**src/rtl/mips_pkg.sv**
```systemverilog
// Shared constants for the multi-cycle MIPS controller: opcode/func values,
// FSM state encoding and the datapath mux/ALU control encodings.
package mips_pkg;

  localparam logic [5:0] OP_RTYPE = 6'd0;
  localparam logic [5:0] OP_J     = 6'd2;
  localparam logic [5:0] OP_JAL   = 6'd3;
  localparam logic [5:0] OP_BEQ   = 6'd4;
  localparam logic [5:0] OP_BNE   = 6'd5;
  localparam logic [5:0] OP_ADDI  = 6'd8;
  localparam logic [5:0] OP_SLTI  = 6'd10;
  localparam logic [5:0] OP_LW    = 6'd35;
  localparam logic [5:0] OP_SW    = 6'd43;

  localparam logic [5:0] FN_JR    = 6'd8;
  localparam logic [5:0] FN_ADD   = 6'd32;
  localparam logic [5:0] FN_SUB   = 6'd34;
  localparam logic [5:0] FN_SLT   = 6'd42;

  typedef enum logic [3:0] {
    FETCH, DECODE, EXEC_R, ALU_WB, JR_ST, EXEC_I, IMM_WB, MEM_ADDR,
    MEM_READ, MEM_WB, MEM_WRITE, BRANCH, JUMP, JAL_ST, ILLEGAL
  } state_t;

  typedef enum logic [1:0] {ALU_ADD = 2'd0, ALU_SUB = 2'd1, ALU_SLT = 2'd2} alu_op_t;
  typedef enum logic [1:0] {PC_ALU = 2'd0, PC_ALUOUT = 2'd1, PC_JUMP = 2'd2, PC_RS = 2'd3} pc_src_t;
  typedef enum logic [1:0] {DST_RT = 2'd0, DST_RD = 2'd1, DST_R31 = 2'd2} reg_dst_t;
  typedef enum logic [1:0] {SRC_PC = 2'd0, SRC_MDR = 2'd1, SRC_ALUOUT = 2'd2} reg_src_t;

  localparam logic [1:0] SRCB_RT      = 2'd0;
  localparam logic [1:0] SRCB_FOUR    = 2'd1;
  localparam logic [1:0] SRCB_IMM     = 2'd2;
  localparam logic [1:0] SRCB_IMM_SH2 = 2'd3;

endpackage

```
**src/rtl/multi_cycle_controller_if.sv**
```systemverilog
// Controller <-> datapath/memory bundle.
// master: controller side (decode/status in, control strobes out).
// slave : datapath side (the reverse).
interface mcc_if;
  logic [5:0] opCode;
  logic [5:0] func;
  logic       zero;
  logic       memReady;
  logic       pcWrite;
  logic       IorD;
  logic       memRead;
  logic       memWrite;
  logic       irWrite;
  logic [1:0] regDst;
  logic [1:0] regSrc;
  logic       regWrite;
  logic       ALUSrcA;
  logic [1:0] ALUSrcB;
  logic [1:0] ALUOp;
  logic [1:0] pcSrc;
  logic       instrDone;
  logic       illegal;

  modport master (
    input  opCode, func, zero, memReady,
    output pcWrite, IorD, memRead, memWrite, irWrite, regDst, regSrc,
           regWrite, ALUSrcA, ALUSrcB, ALUOp, pcSrc, instrDone, illegal
  );

  modport slave (
    output opCode, func, zero, memReady,
    input  pcWrite, IorD, memRead, memWrite, irWrite, regDst, regSrc,
           regWrite, ALUSrcA, ALUSrcB, ALUOp, pcSrc, instrDone, illegal
  );
endinterface

```
**src/rtl/multi_cycle_controller_alu_op_decoder.sv**
```systemverilog
// ALU operation select from (state, opCode, func).
// Ports: i_state, i_op_code, i_func in; o_alu_op out. Purely combinational.
module alu_op_decoder
  import mips_pkg::*;
(
  input  state_t     i_state,
  input  logic [5:0] i_op_code,
  input  logic [5:0] i_func,
  output alu_op_t    o_alu_op
);

  always_comb begin
    o_alu_op = ALU_ADD;
    case (i_state)
      EXEC_R: begin
        if (i_func == FN_SUB)      o_alu_op = ALU_SUB;
        else if (i_func == FN_SLT) o_alu_op = ALU_SLT;
      end
      EXEC_I: begin
        if (i_op_code == OP_SLTI)  o_alu_op = ALU_SLT;
      end
      BRANCH:  o_alu_op = ALU_SUB;
      default: o_alu_op = ALU_ADD;
    endcase
  end

endmodule

```
**src/rtl/multi_cycle_controller.sv**
```systemverilog
// Multi-cycle MIPS control FSM.
// Ports: clk, rstN (async active-low); ctl (mcc_if.master) carries
// opCode/func/zero/memReady in and all datapath control strobes out.
//
// state     | meaning
// FETCH     | read instruction at PC, PC+4; waits on memReady
// DECODE    | branch target -> ALUOut, dispatch on opcode/func
// EXEC_R    | rs op rt
// ALU_WB    | R-type result -> rd
// JR_ST     | PC <- rs
// EXEC_I    | rs op imm
// IMM_WB    | I-type result -> rt
// MEM_ADDR  | rs + imm -> ALUOut
// MEM_READ  | load data, waits on memReady
// MEM_WB    | MDR -> rt
// MEM_WRITE | store, waits on memReady
// BRANCH    | compare rs/rt, conditional PC <- ALUOut
// JUMP      | PC <- jump target
// JAL_ST    | PC <- jump target, r31 <- PC
// ILLEGAL   | unsupported instruction, parked until reset
module multi_cycle_controller
  import mips_pkg::*;
(
  input logic   clk,
  input logic   rstN,
  mcc_if.master ctl
);

  state_t     r_state;
  state_t     w_next_state;
  alu_op_t    w_alu_op;
  pc_src_t    w_pc_src;
  reg_dst_t   w_reg_dst;
  reg_src_t   w_reg_src;
  logic [1:0] w_alu_src_b;
  logic       w_pc_write, w_iord, w_mem_read, w_mem_write, w_ir_write;
  logic       w_reg_write, w_alu_src_a, w_instr_done, w_illegal;

  alu_op_decoder u_alu_op_decoder (
    .i_state   (r_state),
    .i_op_code (ctl.opCode),
    .i_func    (ctl.func),
    .o_alu_op  (w_alu_op)
  );

  always_ff @(posedge clk or negedge rstN) begin
    if (!rstN) r_state <= FETCH;
    else       r_state <= w_next_state;
  end

  always_comb begin
    w_next_state = r_state;
    w_pc_write   = 1'b0;
    w_iord       = 1'b0;
    w_mem_read   = 1'b0;
    w_mem_write  = 1'b0;
    w_ir_write   = 1'b0;
    w_reg_dst    = DST_RT;
    w_reg_src    = SRC_PC;
    w_reg_write  = 1'b0;
    w_alu_src_a  = 1'b0;
    w_alu_src_b  = SRCB_RT;
    w_pc_src     = PC_ALU;
    w_instr_done = 1'b0;
    w_illegal    = 1'b0;
    case (r_state)
      FETCH: begin
        w_mem_read  = 1'b1;
        w_alu_src_b = SRCB_FOUR;
        w_ir_write  = ctl.memReady;
        w_pc_write  = ctl.memReady;
        if (ctl.memReady) w_next_state = DECODE;
      end
      DECODE: begin
        w_alu_src_b = SRCB_IMM_SH2;
        case (ctl.opCode)
          OP_RTYPE: begin
            if (ctl.func == FN_ADD || ctl.func == FN_SUB || ctl.func == FN_SLT)
              w_next_state = EXEC_R;
            else if (ctl.func == FN_JR)
              w_next_state = JR_ST;
            else
              w_next_state = ILLEGAL;
          end
          OP_ADDI, OP_SLTI: w_next_state = EXEC_I;
          OP_LW, OP_SW:     w_next_state = MEM_ADDR;
          OP_BEQ, OP_BNE:   w_next_state = BRANCH;
          OP_J:             w_next_state = JUMP;
          OP_JAL:           w_next_state = JAL_ST;
          default:          w_next_state = ILLEGAL;
        endcase
      end
      EXEC_R: begin
        w_alu_src_a  = 1'b1;
        w_next_state = ALU_WB;
      end
      ALU_WB: begin
        w_reg_dst    = DST_RD;
        w_reg_src    = SRC_ALUOUT;
        w_reg_write  = 1'b1;
        w_instr_done = 1'b1;
        w_next_state = FETCH;
      end
      JR_ST: begin
        w_pc_src     = PC_RS;
        w_pc_write   = 1'b1;
        w_instr_done = 1'b1;
        w_next_state = FETCH;
      end
      EXEC_I: begin
        w_alu_src_a  = 1'b1;
        w_alu_src_b  = SRCB_IMM;
        w_next_state = IMM_WB;
      end
      IMM_WB: begin
        w_reg_src    = SRC_ALUOUT;
        w_reg_write  = 1'b1;
        w_instr_done = 1'b1;
        w_next_state = FETCH;
      end
      MEM_ADDR: begin
        w_alu_src_a  = 1'b1;
        w_alu_src_b  = SRCB_IMM;
        w_next_state = (ctl.opCode == OP_LW) ? MEM_READ : MEM_WRITE;
      end
      MEM_READ: begin
        w_iord     = 1'b1;
        w_mem_read = 1'b1;
        if (ctl.memReady) w_next_state = MEM_WB;
      end
      MEM_WB: begin
        w_reg_src    = SRC_MDR;
        w_reg_write  = 1'b1;
        w_instr_done = 1'b1;
        w_next_state = FETCH;
      end
      MEM_WRITE: begin
        w_iord       = 1'b1;
        w_mem_write  = 1'b1;
        w_instr_done = ctl.memReady;
        if (ctl.memReady) w_next_state = FETCH;
      end
      BRANCH: begin
        w_alu_src_a  = 1'b1;
        w_pc_src     = PC_ALUOUT;
        w_pc_write   = (ctl.opCode == OP_BEQ) ? ctl.zero : ~ctl.zero;
        w_instr_done = 1'b1;
        w_next_state = FETCH;
      end
      JUMP: begin
        w_pc_src     = PC_JUMP;
        w_pc_write   = 1'b1;
        w_instr_done = 1'b1;
        w_next_state = FETCH;
      end
      JAL_ST: begin
        // PC was already incremented in FETCH, so SRC_PC is the return address.
        w_pc_src     = PC_JUMP;
        w_pc_write   = 1'b1;
        w_reg_dst    = DST_R31;
        w_reg_src    = SRC_PC;
        w_reg_write  = 1'b1;
        w_instr_done = 1'b1;
        w_next_state = FETCH;
      end
      ILLEGAL: w_illegal = 1'b1;
      default: w_next_state = FETCH;
    endcase
  end

  // Outputs are masked by rstN so they drop the instant reset asserts,
  // even though FETCH itself would otherwise request a read.
  assign ctl.pcWrite   = w_pc_write   & rstN;
  assign ctl.IorD      = w_iord       & rstN;
  assign ctl.memRead   = w_mem_read   & rstN;
  assign ctl.memWrite  = w_mem_write  & rstN;
  assign ctl.irWrite   = w_ir_write   & rstN;
  assign ctl.regDst    = w_reg_dst    & {2{rstN}};
  assign ctl.regSrc    = w_reg_src    & {2{rstN}};
  assign ctl.regWrite  = w_reg_write  & rstN;
  assign ctl.ALUSrcA   = w_alu_src_a  & rstN;
  assign ctl.ALUSrcB   = w_alu_src_b  & {2{rstN}};
  assign ctl.ALUOp     = w_alu_op     & {2{rstN}};
  assign ctl.pcSrc     = w_pc_src     & {2{rstN}};
  assign ctl.instrDone = w_instr_done & rstN;
  assign ctl.illegal   = w_illegal    & rstN;

endmodule

```
**src/flat_wrapper.sv**
```systemverilog
// flat-port wrapper written by rule: the top's interface ports become plain ports
module multi_cycle_controller_flat import mips_pkg::*;
  (clk, rstN, ctl_opCode, ctl_func, ctl_zero, ctl_memReady, ctl_pcWrite, ctl_IorD, ctl_memRead, ctl_memWrite, ctl_irWrite, ctl_regDst, ctl_regSrc, ctl_regWrite, ctl_ALUSrcA, ctl_ALUSrcB, ctl_ALUOp, ctl_pcSrc, ctl_instrDone, ctl_illegal);
  mcc_if ctl_i ();
  input logic clk;
  input logic rstN;
  input wire logic [$bits(ctl_i.opCode)-1:0] ctl_opCode;
  input wire logic [$bits(ctl_i.func)-1:0] ctl_func;
  input wire logic [$bits(ctl_i.zero)-1:0] ctl_zero;
  input wire logic [$bits(ctl_i.memReady)-1:0] ctl_memReady;
  output wire logic [$bits(ctl_i.pcWrite)-1:0] ctl_pcWrite;
  output wire logic [$bits(ctl_i.IorD)-1:0] ctl_IorD;
  output wire logic [$bits(ctl_i.memRead)-1:0] ctl_memRead;
  output wire logic [$bits(ctl_i.memWrite)-1:0] ctl_memWrite;
  output wire logic [$bits(ctl_i.irWrite)-1:0] ctl_irWrite;
  output wire logic [$bits(ctl_i.regDst)-1:0] ctl_regDst;
  output wire logic [$bits(ctl_i.regSrc)-1:0] ctl_regSrc;
  output wire logic [$bits(ctl_i.regWrite)-1:0] ctl_regWrite;
  output wire logic [$bits(ctl_i.ALUSrcA)-1:0] ctl_ALUSrcA;
  output wire logic [$bits(ctl_i.ALUSrcB)-1:0] ctl_ALUSrcB;
  output wire logic [$bits(ctl_i.ALUOp)-1:0] ctl_ALUOp;
  output wire logic [$bits(ctl_i.pcSrc)-1:0] ctl_pcSrc;
  output wire logic [$bits(ctl_i.instrDone)-1:0] ctl_instrDone;
  output wire logic [$bits(ctl_i.illegal)-1:0] ctl_illegal;
  assign ctl_i.opCode = ctl_opCode;
  assign ctl_i.func = ctl_func;
  assign ctl_i.zero = ctl_zero;
  assign ctl_i.memReady = ctl_memReady;
  assign ctl_pcWrite = ctl_i.pcWrite;
  assign ctl_IorD = ctl_i.IorD;
  assign ctl_memRead = ctl_i.memRead;
  assign ctl_memWrite = ctl_i.memWrite;
  assign ctl_irWrite = ctl_i.irWrite;
  assign ctl_regDst = ctl_i.regDst;
  assign ctl_regSrc = ctl_i.regSrc;
  assign ctl_regWrite = ctl_i.regWrite;
  assign ctl_ALUSrcA = ctl_i.ALUSrcA;
  assign ctl_ALUSrcB = ctl_i.ALUSrcB;
  assign ctl_ALUOp = ctl_i.ALUOp;
  assign ctl_pcSrc = ctl_i.pcSrc;
  assign ctl_instrDone = ctl_i.instrDone;
  assign ctl_illegal = ctl_i.illegal;
  multi_cycle_controller u_core (.clk(clk), .rstN(rstN), .ctl(ctl_i));
endmodule
```
**config.mk**
```make
export PLATFORM = sky130hd
export DESIGN_NAME = multi_cycle_controller_flat
export DESIGN_NICKNAME = d
export VERILOG_FILES = /design/src/rtl/mips_pkg.sv /design/src/rtl/multi_cycle_controller_if.sv /design/src/rtl/multi_cycle_controller_alu_op_decoder.sv /design/src/rtl/multi_cycle_controller.sv /design/src/flat_wrapper.sv
export SDC_FILE = /design/constraint.sdc
export NUM_CORES = 1
export LEC_CHECK = 0
export CAP_MARGIN = 10
export CORE_UTILIZATION = 44
export CTS_CLUSTER_DIAMETER = 40
export DETAILED_ROUTE_END_ITERATION = 16
export GPL_TIMING_DRIVEN = 0
export PLACE_DENSITY_LB_ADDON = 0.3
export SYNTH_ARGS = -nofsm -noshare
export SYNTH_HDL_FRONTEND = slang
export SYNTH_SLANG_ARGS = --single-unit
```
**constraint.sdc**
```tcl
create_clock -name clk -period 3.56 [get_ports clk]
set_input_delay 1.068 -clock clk [delete_from_list [all_inputs] [get_ports clk]]
set_output_delay 1.068 -clock clk [all_outputs]
set_load 0.005 [all_outputs]
```
Word-level counts from Yosys, hierarchy flattened
Index checks and enable logic that the tools add are counted.
{"block": "classes", "n_bitwise": 16, "n_reduce_logical": 17, "n_eq_ne": 29, "n_mux": 26}
{"op": "4-bit case mux with 8 select lines", "n": 1}
{"op": "6-bit == test, second input constant", "n": 5}
{"op": "4-bit == test, second input constant", "n": 7}
{"op": "4-bit case mux with 6 select lines", "n": 1}
{"op": "4-bit 2-to-1 mux", "n": 5}
{"op": "6-bit by 4-bit == test with 1-bit output, second input constant", "n": 3}
{"op": "2-bit case mux with 3 select lines", "n": 3}
{"op": "4-bit by 3-bit == test with 1-bit output, second input constant", "n": 4}
{"op": "2-bit OR reduction", "n": 8}
{"op": "6-bit by 2-bit == test with 1-bit output, second input constant", "n": 2}
{"op": "6-bit by 3-bit == test with 1-bit output, second input constant", "n": 2}
{"op": "2-bit AND", "n": 5}
{"op": "1-bit AND", "n": 9}
{"op": "4-bit by 2-bit == test with 1-bit output, second input constant", "n": 2}
{"op": "1-bit 2-to-1 mux", "n": 8}
{"op": "2-bit 2-to-1 mux", "n": 4}
{"op": "2-bit case mux with 2 select lines", "n": 2}
{"op": "4-bit OR reduction", "n": 2}
{"op": "7-bit OR reduction", "n": 1}
{"op": "6-bit zero test", "n": 1}
{"op": "2-bit != test, second input constant", "n": 3}
{"op": "4-bit by 1-bit == test with 1-bit output, second input constant", "n": 1}
{"op": "4-bit zero test", "n": 1}
{"op": "4-bit AND reduction", "n": 1}
{"op": "5 further kinds", "n": 7}
{"block": "word_totals", "reg_bits": 4}

Depth between registers and ports, before layout
Gate-level depths: netlist of the first run.
{"block": "depth", "ltp_word": 6, "mapped_depth": 5, "depth_no_buf": 4}

Hierarchy
Synthesis of the first run repeated with hierarchy kept, for this count alone.
{"block": "unflattened", "hier_cells": 127, "area_unflattened_um2": 839.6}
{"mod": "multi_cycle_controller", "area_each_um2": 739.5, "seq_area_each_um2": 100.1, "cells_each": 116, "n_inst": 1}
{"mod": "alu_op_decoder", "area_each_um2": 100.1, "seq_area_each_um2": 0.0, "cells_each": 11, "n_inst": 1}

Worst setup path after synthesis of the first run
Ideal clock, no wire load.
{"block": "synth_timing", "path_kind": "input port to output port", "start": "input port ctl_opCode[1]", "end": "output port ctl_pcWrite", "arrival_ns": 2.076, "n_path_buf": 0, "cell_stages": 4, "required_ns": 2.492, "slack_ns": 0.416, "path_cell_list": "or4_4 > o21ai_1 > nor3b_1 > o211a_1"}
{"block": "synth_via", "elab_chain_cells": 4}
{"item": "start, declared", "line_no": "flat_wrapper.sv:7", "source": "input wire logic [$bits(ctl_i.opCode)-1:0] ctl_opCode;"}
{"item": "6-bit by 3-bit == test with 1-bit output", "line_no": "multi_cycle_controller.sv:146", "source": "w_pc_write = (ctl.opCode == OP_BEQ) ? ctl.zero : ~ctl.zero;"}
{"item": "1-bit 2-to-1 mux", "line_no": "multi_cycle_controller.sv:146"}
{"item": "1-bit case mux with 3 select lines", "line_no": "multi_cycle_controller.sv:66", "source": "case (r_state)"}
{"item": "1-bit AND", "line_no": "multi_cycle_controller.sv:173", "source": "assign ctl.pcWrite = w_pc_write & rstN;"}
{"item": "end, declared", "line_no": "flat_wrapper.sv:11", "source": "output wire logic [$bits(ctl_i.pcWrite)-1:0] ctl_pcWrite;"}
No other way between the ends.

Final worst setup path of the first run
{"block": "layout_timing", "start": "input port ctl_func[0]", "end": "output port ctl_ALUOp[1]"}
{"block": "layout_via", "elab_chain_cells": 5, "word_cells_on_any_way": 6}
{"item": "start, declared", "line_no": "flat_wrapper.sv:8", "source": "input wire logic [$bits(ctl_i.func)-1:0] ctl_func;"}
{"item": "6-bit == test", "line_no": "multi_cycle_controller_alu_op_decoder.sv:17", "source": "else if (i_func == FN_SLT) o_alu_op = ALU_SLT;"}
{"item": "2-bit 2-to-1 mux", "line_no": "multi_cycle_controller_alu_op_decoder.sv:17"}
{"item": "2-bit 2-to-1 mux *", "line_no": "multi_cycle_controller_alu_op_decoder.sv:16", "source": "if (i_func == FN_SUB) o_alu_op = ALU_SUB;"}
{"item": "2-bit case mux with 3 select lines *", "line_no": "multi_cycle_controller_alu_op_decoder.sv:14", "source": "case (i_state)"}
{"item": "2-bit AND *", "line_no": "multi_cycle_controller.sv:183", "source": "assign ctl.ALUOp = w_alu_op & {2{rstN}};"}
{"item": "end, declared", "line_no": "flat_wrapper.sv:21", "source": "output wire logic [$bits(ctl_i.ALUOp)-1:0] ctl_ALUOp;"}
Mark *: on every way between the ends. The rest lies on a longest branch, timed or not.

==> results.json, run 1 <==
{
  "maxUsedRoutingLayer": "met4",
  "fin_crit_sh_pct": 97.46,
  "finalHoldViolations": 0,
  "cts_hold_buffers": 0,
  "final_nets": 174,
  "crit_fanout": 3,
  "grt_pass1_vias": 949,
  "dominantRegCellSynth": "dfrtp_1",
  "leakagePower_uw": 0.0004695,
  "io_buffer_count": 34,
  "avgRoutedWirePerCell_um": 14.82,
  "grt_max_degree": 14,
  "cts.path.max_buffers": 2,
  "m1WireLength_um": 968,
  "crit_type": "in2out",
  "arrival_ns": 2.40,
  "drc_errors": 2,
  "cp.depth": 5,
  "synth-edff-count": 0,
  "rows": 14,
  "drtIter0Drc": 38,
  "grt.total_usage_pct": 29.45,
  "ant_nets": 0,
  "ys_seq_elements": 4,
  "cts.sinks": 4,
  "dp_cells": 168,
  "critPathSlowestCell": "clkdlybuf4s50_1",
  "area_growth_pct": 55.28,
  "syn_inst": 118,
  "syn-cell-area_um2": 758.2,
  "ys_seq_area_share_pct": 13.20,
  "htree_levels": 1,
  "holdWs_ns": 0.6308,
  "cp-end-kind": "output port",
  "dpl.hpwl_um": 1813,
  "path_cells": "clkdlybuf4s50_1, nor4b_4, nand4_1, a221oi_2, buf_2",
  "violations": "design-rule violations",
  "period_needed_ns": 3.470,
  "regMostFlops": "u_core.r_state",
  "wl_met2_um": 1307,
  "worst-slew-pin-transition_ns": 0.4419,
  "wl_met3_um": 175,
  "start_util_pct": 48.64,
  "synth_fp_nets": 134,
  "hold_path_depth": 2,
  "drive_gt1_share_pct": 17.31,
  "coreArea_um2": 1559,
  "power.density_nw_per_um2": 515.6,
  "cts_root_buf": "clkbuf_4",
  "ys.warnings.count": 0,
  "wl_um": 2549,
  "setup_ws_ns": 0.09045,
  "grt_pass1_wl_um": 4215,
  "max_stage_delay_ns": 0.45,
  "synth.avg_cell_area_um2": 6.426,
  "numCtsBuffers": 3,
  "async_reset_ff_share_pct": 100.0,
  "first_pass_iters": 10,
  "crit_buf_inv": 2,
  "antenna_found_initial": 0,
  "cts_tree": "built",
  "finalSetupViolCount": 0,
  "die-area_um2": 1893,
  "synth_cell_types": 37,
  "run_status": "finished, violations left",
  "clkSlewWorstSetupHoldPaths_ns": 0.04,
  "rsz0062_at_grt": "no",
  "hold_class": "reg2reg",
  "dpl_worst_slack_ns": -0.6633,
  "slew_viol_final": 0,
  "critPathLaunchType": "input pin",
  "relSlewSlack_pct": 70.54,
  "overflow": 0,
  "die_w_um": 43.51,
  "routabilityCongestion": 0.9072,
  "clk_latency_ns": 0.25,
  "final_cells": 172,
  "vias": 1083,
  "top_regs": "u_core.r_state: 4 flops",
  "reg2reg_depth": 4,
  "fin_total_pwr_uw": 607.1,
  "critPathRequiredTime_ns": 2.49,
  "viasPerCell": 6.297,
  "ios": 35,
  "largest_reg_flops": 4,
  "cp_top_family": "buffers and inverters",
  "postLayoutCoreUtil_pct": 75.52,
  "fin_skew_ns": 0.009302,
  "cap_violations": 0,
  "diodes": 0,
  "ir_drop_v": 0.0002980,
  "max_freq_mhz": 288.2,
  "die_h_um": 43.51
}
-- report_power, final --
group,switching (uW),total (uW),internal (uW)
combinational,254,458,204
clock,22.7,60.6,38.0
sequential,24.0,88.7,64.7
total,300,607,307
-- kinds of logic after synthesis --
logic type | count (synthesis) | synth area share [%]
multiplexers | 3 | 3.961
AO/OA/AOI/OAI | 28 | 23.60
AND/OR/NAND/NOR | 70 | 51.32
flip-flops | 4 | 13.20
XOR/XNOR | 1 | 1.155
buffers and inverters | 12 | 6.764
-- worst min-delay path, delay by kind of cell, from the launching register on --
family / cells / cell delay (ns)
compound gates: 1 / 0.09
flops: 1 / 0.33
simple gates: 1 / 0.17
-- through the flow --
stage,area (um2),TNS (ns)
after global routing,1177,0
after CTS,1180,0
after floorplan,758.2,0
after detailed placement,1119,-6.531
final,1177,0
after global placement,1119,-6.149
-- layout by cell type (no fill, tap or decap), types with 3 or more instances in the layout --
cell type	Yosys	routed
nor2b_1	7	6
inv_1	3	3
nand2b_1	8	8
or3_1	3	3
clkdlybuf4s50_1	0	23
dfrtp_1	4	4
o31ai_1	3	3
clkbuf_4	0	3
a31oi_1	4	4
dlygate4sd2_1	0	3
a21oi_1	6	6
o21ai_1	4	3
nand3_1	7	7
mux2i_1	3	3
buf_2	5	8
nor2_1	12	12
and2_1	3	3
nand2_1	5	5
nor3_1	13	12
-- layout make-up --
type                            instances  area [um2]
Multi-Input combinational cell        102       655.6
Fill cell                             123       381.6
Timing Repair Buffer                   36       331.6
Sequential cell                         4       100.1
Buffer                                  7       32.53
Clock buffer                            3       22.52
Tap cell                               16       20.02
Inverter                                4       15.01
-- routing by layer --
| layer | GRT usage, % | vias to the layer above |
|---|---|---|
| met2 | 51.82 | 64 |
| met1 | 33.84 | 492 |
| met4 | 17.50 | 0 |
| met3 | 3.750 | 13 |
| met5 | 0 | - |
| li1 | - | 514 |
-- Yosys cell counts, types with 3 or more instances --
cell | n | area (um2)
nor3_1 | 13 | 65.06
nor2_1 | 12 | 45.04
nand2b_1 | 8 | 50.05
nand3_1 | 7 | 35.03
nor2b_1 | 7 | 43.79
a21oi_1 | 6 | 30.03
buf_2 | 5 | 25.02
nand2_1 | 5 | 18.77
a31oi_1 | 4 | 25.02
dfrtp_1 | 4 | 100.1
o21ai_1 | 4 | 20.02
and2_1 | 3 | 18.77
inv_1 | 3 | 11.26
mux2i_1 | 3 | 30.03
nor4_1 | 3 | 18.77
o31ai_1 | 3 | 22.52
or3_1 | 3 | 18.77
-- worst paths after layout --
check	endpoint	startpoint	slack, ns
setup / recovery	ctl_ALUOp[1]	ctl_func[0]	0.09
hold / removal	u_core.r_state[0]	u_core.r_state[3]	0.63
setup reg to reg	u_core.r_state[3]	u_core.r_state[1]	1.94
hold reg to reg	u_core.r_state[0]	u_core.r_state[3]	0.63
max in group asynchronous	u_core.r_state[1]	rstN	2.56
min in group asynchronous	u_core.r_state[2]	rstN	0.78
-- what timing repair did --
action	CTS	global route
endpoints found under the setup margin	19	2
pin swaps	6	4
buffers inserted	2	0
resized for setup	30	7
Note: power is estimated with default switching activity, not from simulation.
==> run 2, diff against run 1 <==
--- a/constraint.sdc
+++ b/constraint.sdc
@@ -3,2 +3,2 @@
 set_output_delay 1.068 -clock clk [all_outputs]
-set_load 0.005 [all_outputs]
+set_load 0.02 [all_outputs]
==> run 2 against run 1 <==
The run still ends with design-rule violations left. Clock skew fell by 0.0034 ns. Worst hold slack worse by 0.018 ns. Global-route usage rose by 0.60 points. Core utilization is 0.32 points higher. Critical path depth rose by 1. Non-clock buffer count decreased by 1. Cell count down 0.58%. Largest cell class unchanged.
==> results.json, run 2 (same netlist as run 1, synthesis figures left out) <==
{
  "p_int_uw": 305.1,
  "numCtsBuffers": 3,
  "wl_um": 2585,
  "cts.path.max_buffers": 2,
  "power.density_nw_per_um2": 544.6,
  "period_needed_ns": 3.503,
  "arrival_ns": 2.43,
  "cts_root_buf": "clkbuf_4",
  "drive_gt1_share_pct": 16.77,
  "die_h_um": 43.51,
  "critPathLaunchType": "input pin",
  "ant_nets": 0,
  "max_freq_mhz": 285.5,
  "slew_viol_final": 0,
  "final_nets": 173,
  "routabilityCongestion": 0.9072,
  "die-area_um2": 1893,
  "avgRoutedWirePerCell_um": 15.12,
  "finalSetupViolCount": 0,
  "first_pass_iters": 11,
  "mostFrequentLayoutCell": "clkdlybuf4s50_1",
  "htree_levels": 1,
  "ir_drop_v": 0.0003025,
  "clkSlewWorstSetupHoldPaths_ns": 0.04,
  "seqCellArea_um2": 100.1,
  "grt.total_usage_pct": 30.05,
  "cts.sinks": 4,
  "holdWs_ns": 0.6126,
  "multiInputGateArea_um2": 654.4,
  "fin_total_pwr_uw": 643.9,
  "power_switching_share_pct": 52.62,
  "clkPwrFrac_pct": 9.0,
  "antenna_found_initial": 0,
  "seqPwrFrac_pct": 13.7,
  "dp_cells": 168,
  "cts_tree": "built",
  "cp-end-kind": "output port",
  "io_buffer_count": 34,
  "regMostFlops": "u_core.r_state",
  "vias": 1079,
  "area_growth_pct": 55.94,
  "clk_latency_ns": 0.24,
  "violations": "design-rule violations",
  "run_status": "finished, violations left",
  "drtIter0Drc": 57,
  "cap_violations": 0,
  "final_cells": 171,
  "grt_max_degree": 14,
  "fin_crit_sh_pct": 98.40,
  "layout_common_cells": "clkdlybuf4s50_1 (21), nor3_1 (12), nor2_1 (12)",
  "postLayoutCoreUtil_pct": 75.84,
  "diodes": 0,
  "start_util_pct": 48.64,
  "grt_pass1_vias": 975,
  "crit_type": "in2out",
  "largest_reg_flops": 4,
  "drc_errors": 2,
  "leakagePower_uw": 0.0004982,
  "cts_hold_buffers": 0,
  "overflow": 0,
  "viasPerCell": 6.310,
  "relSlewSlack_pct": 71.16,
  "hold_class": "reg2reg",
  "grt_pass1_wl_um": 4202,
  "ios": 35,
  "critPathRequiredTime_ns": 2.49,
  "combPwrFrac_pct": 77.3,
  "worst-slew-pin-transition_ns": 0.4325,
  "rows": 14,
  "p_switching_uw": 338.8,
  "dpl.hpwl_um": 1813,
  "fillCellCount": 120,
  "crit_fanout": 6,
  "die_w_um": 43.51,
  "placed_area_um2": 1119,
  "fin_skew_ns": 0.005941,
  "coreArea_um2": 1559,
  "rsz0062_at_grt": "yes",
  "final_area_um2": 1182,
  "top_regs": "u_core.r_state: 4 flops",
  "finalHoldViolations": 0
}
[run 2: changes by cell type in the layout (fill, tap and decap cells not counted), moves of 2 or more]
| cell | before | now |
|---|---|---|
| buf_2 | 8 | 6 |
| clkdlybuf4s15_2 | 2 | 0 |
| clkdlybuf4s50_1 | 23 | 21 |
| dlymetal6s2s_1 | 1 | 3 |
[run 2: metrics by stage]
| stage | worst slack (ns) | setup TNS [ns] |
|---|---|---|
| floorplan | 0.1926 | 0 |
| detailed placement | -0.7665 | -8.490 |
| global route | -0.08101 | -0.1279 |
| CTS | 0.002686 | 0 |
| finish | 0.05709 | 0 |
| global placement | -0.7823 | -8.110 |
[run 2: cell type report]
| class | instances | area share, % |
|---|---|---|
| sequential | 4 | 8.466 |
| clock buffer | 3 | 1.905 |
| timing repair buffer | 35 | 28.57 |
| multi-input combinational | 102 | 55.34 |
| inverter | 4 | 1.270 |
| buffer | 7 | 2.751 |
| tap | 16 | 1.693 |
[run 2: worst max-delay path, cell delays in order]
cell and delay [ns]:
dlygate4sd2_1 0.30, or2_1 0.30, nor4_2 0.20, nand3_1 0.15, a221oi_2 0.24, buf_4 0.17
[run 2: routing by layer]
layer | global-route usage (%) | part of all wire, %
met1 | 33.08 | 38
met2 | 49.09 | 51
met3 | 7.083 | 7.0
met4 | 24.38 | 3.6
met5 | 0 | 0
[run 2: path summary, 6_finish.rpt]
path | from | endpoint | slack (ns) | cells after the start
worst max-delay path | ctl_opCode[2] | ctl_ALUOp[1] | 0.06 | 6
worst min-delay path | u_core.r_state[3] | u_core.r_state[2] | 0.61 | 2
worst max register to register | u_core.r_state[1] | u_core.r_state[3] | 1.93 | 4
worst min register to register | u_core.r_state[3] | u_core.r_state[2] | 0.61 | 2
max in group asynchronous | rstN | u_core.r_state[1] | 2.56 | 1
min in group asynchronous | rstN | u_core.r_state[2] | 0.79 | 1
[run 2: power groups by stage]
stage | clock network, uW | registers [uW] | logic (uW)
2_1_floorplan | 0 | 81.3 | 327
3_3_place_gp | 0 | 87.6 | 470
3_5_place_dp | 0 | 88.4 | 482
4_1_cts | 61.6 | 88.0 | 482
5_1_grt | 58.6 | 91.6 | 537
6_report | 58.1 | 87.9 | 498
[run 2: repair_timing]
action                                  in CTS  in global routing
endpoints found under the setup margin      19                  5
hold endpoints to repair                     0                  0
cloned                                       0                  0
pin swaps                                    3                  8
gates resized for setup                     30                 15
setup buffers                                0                  1
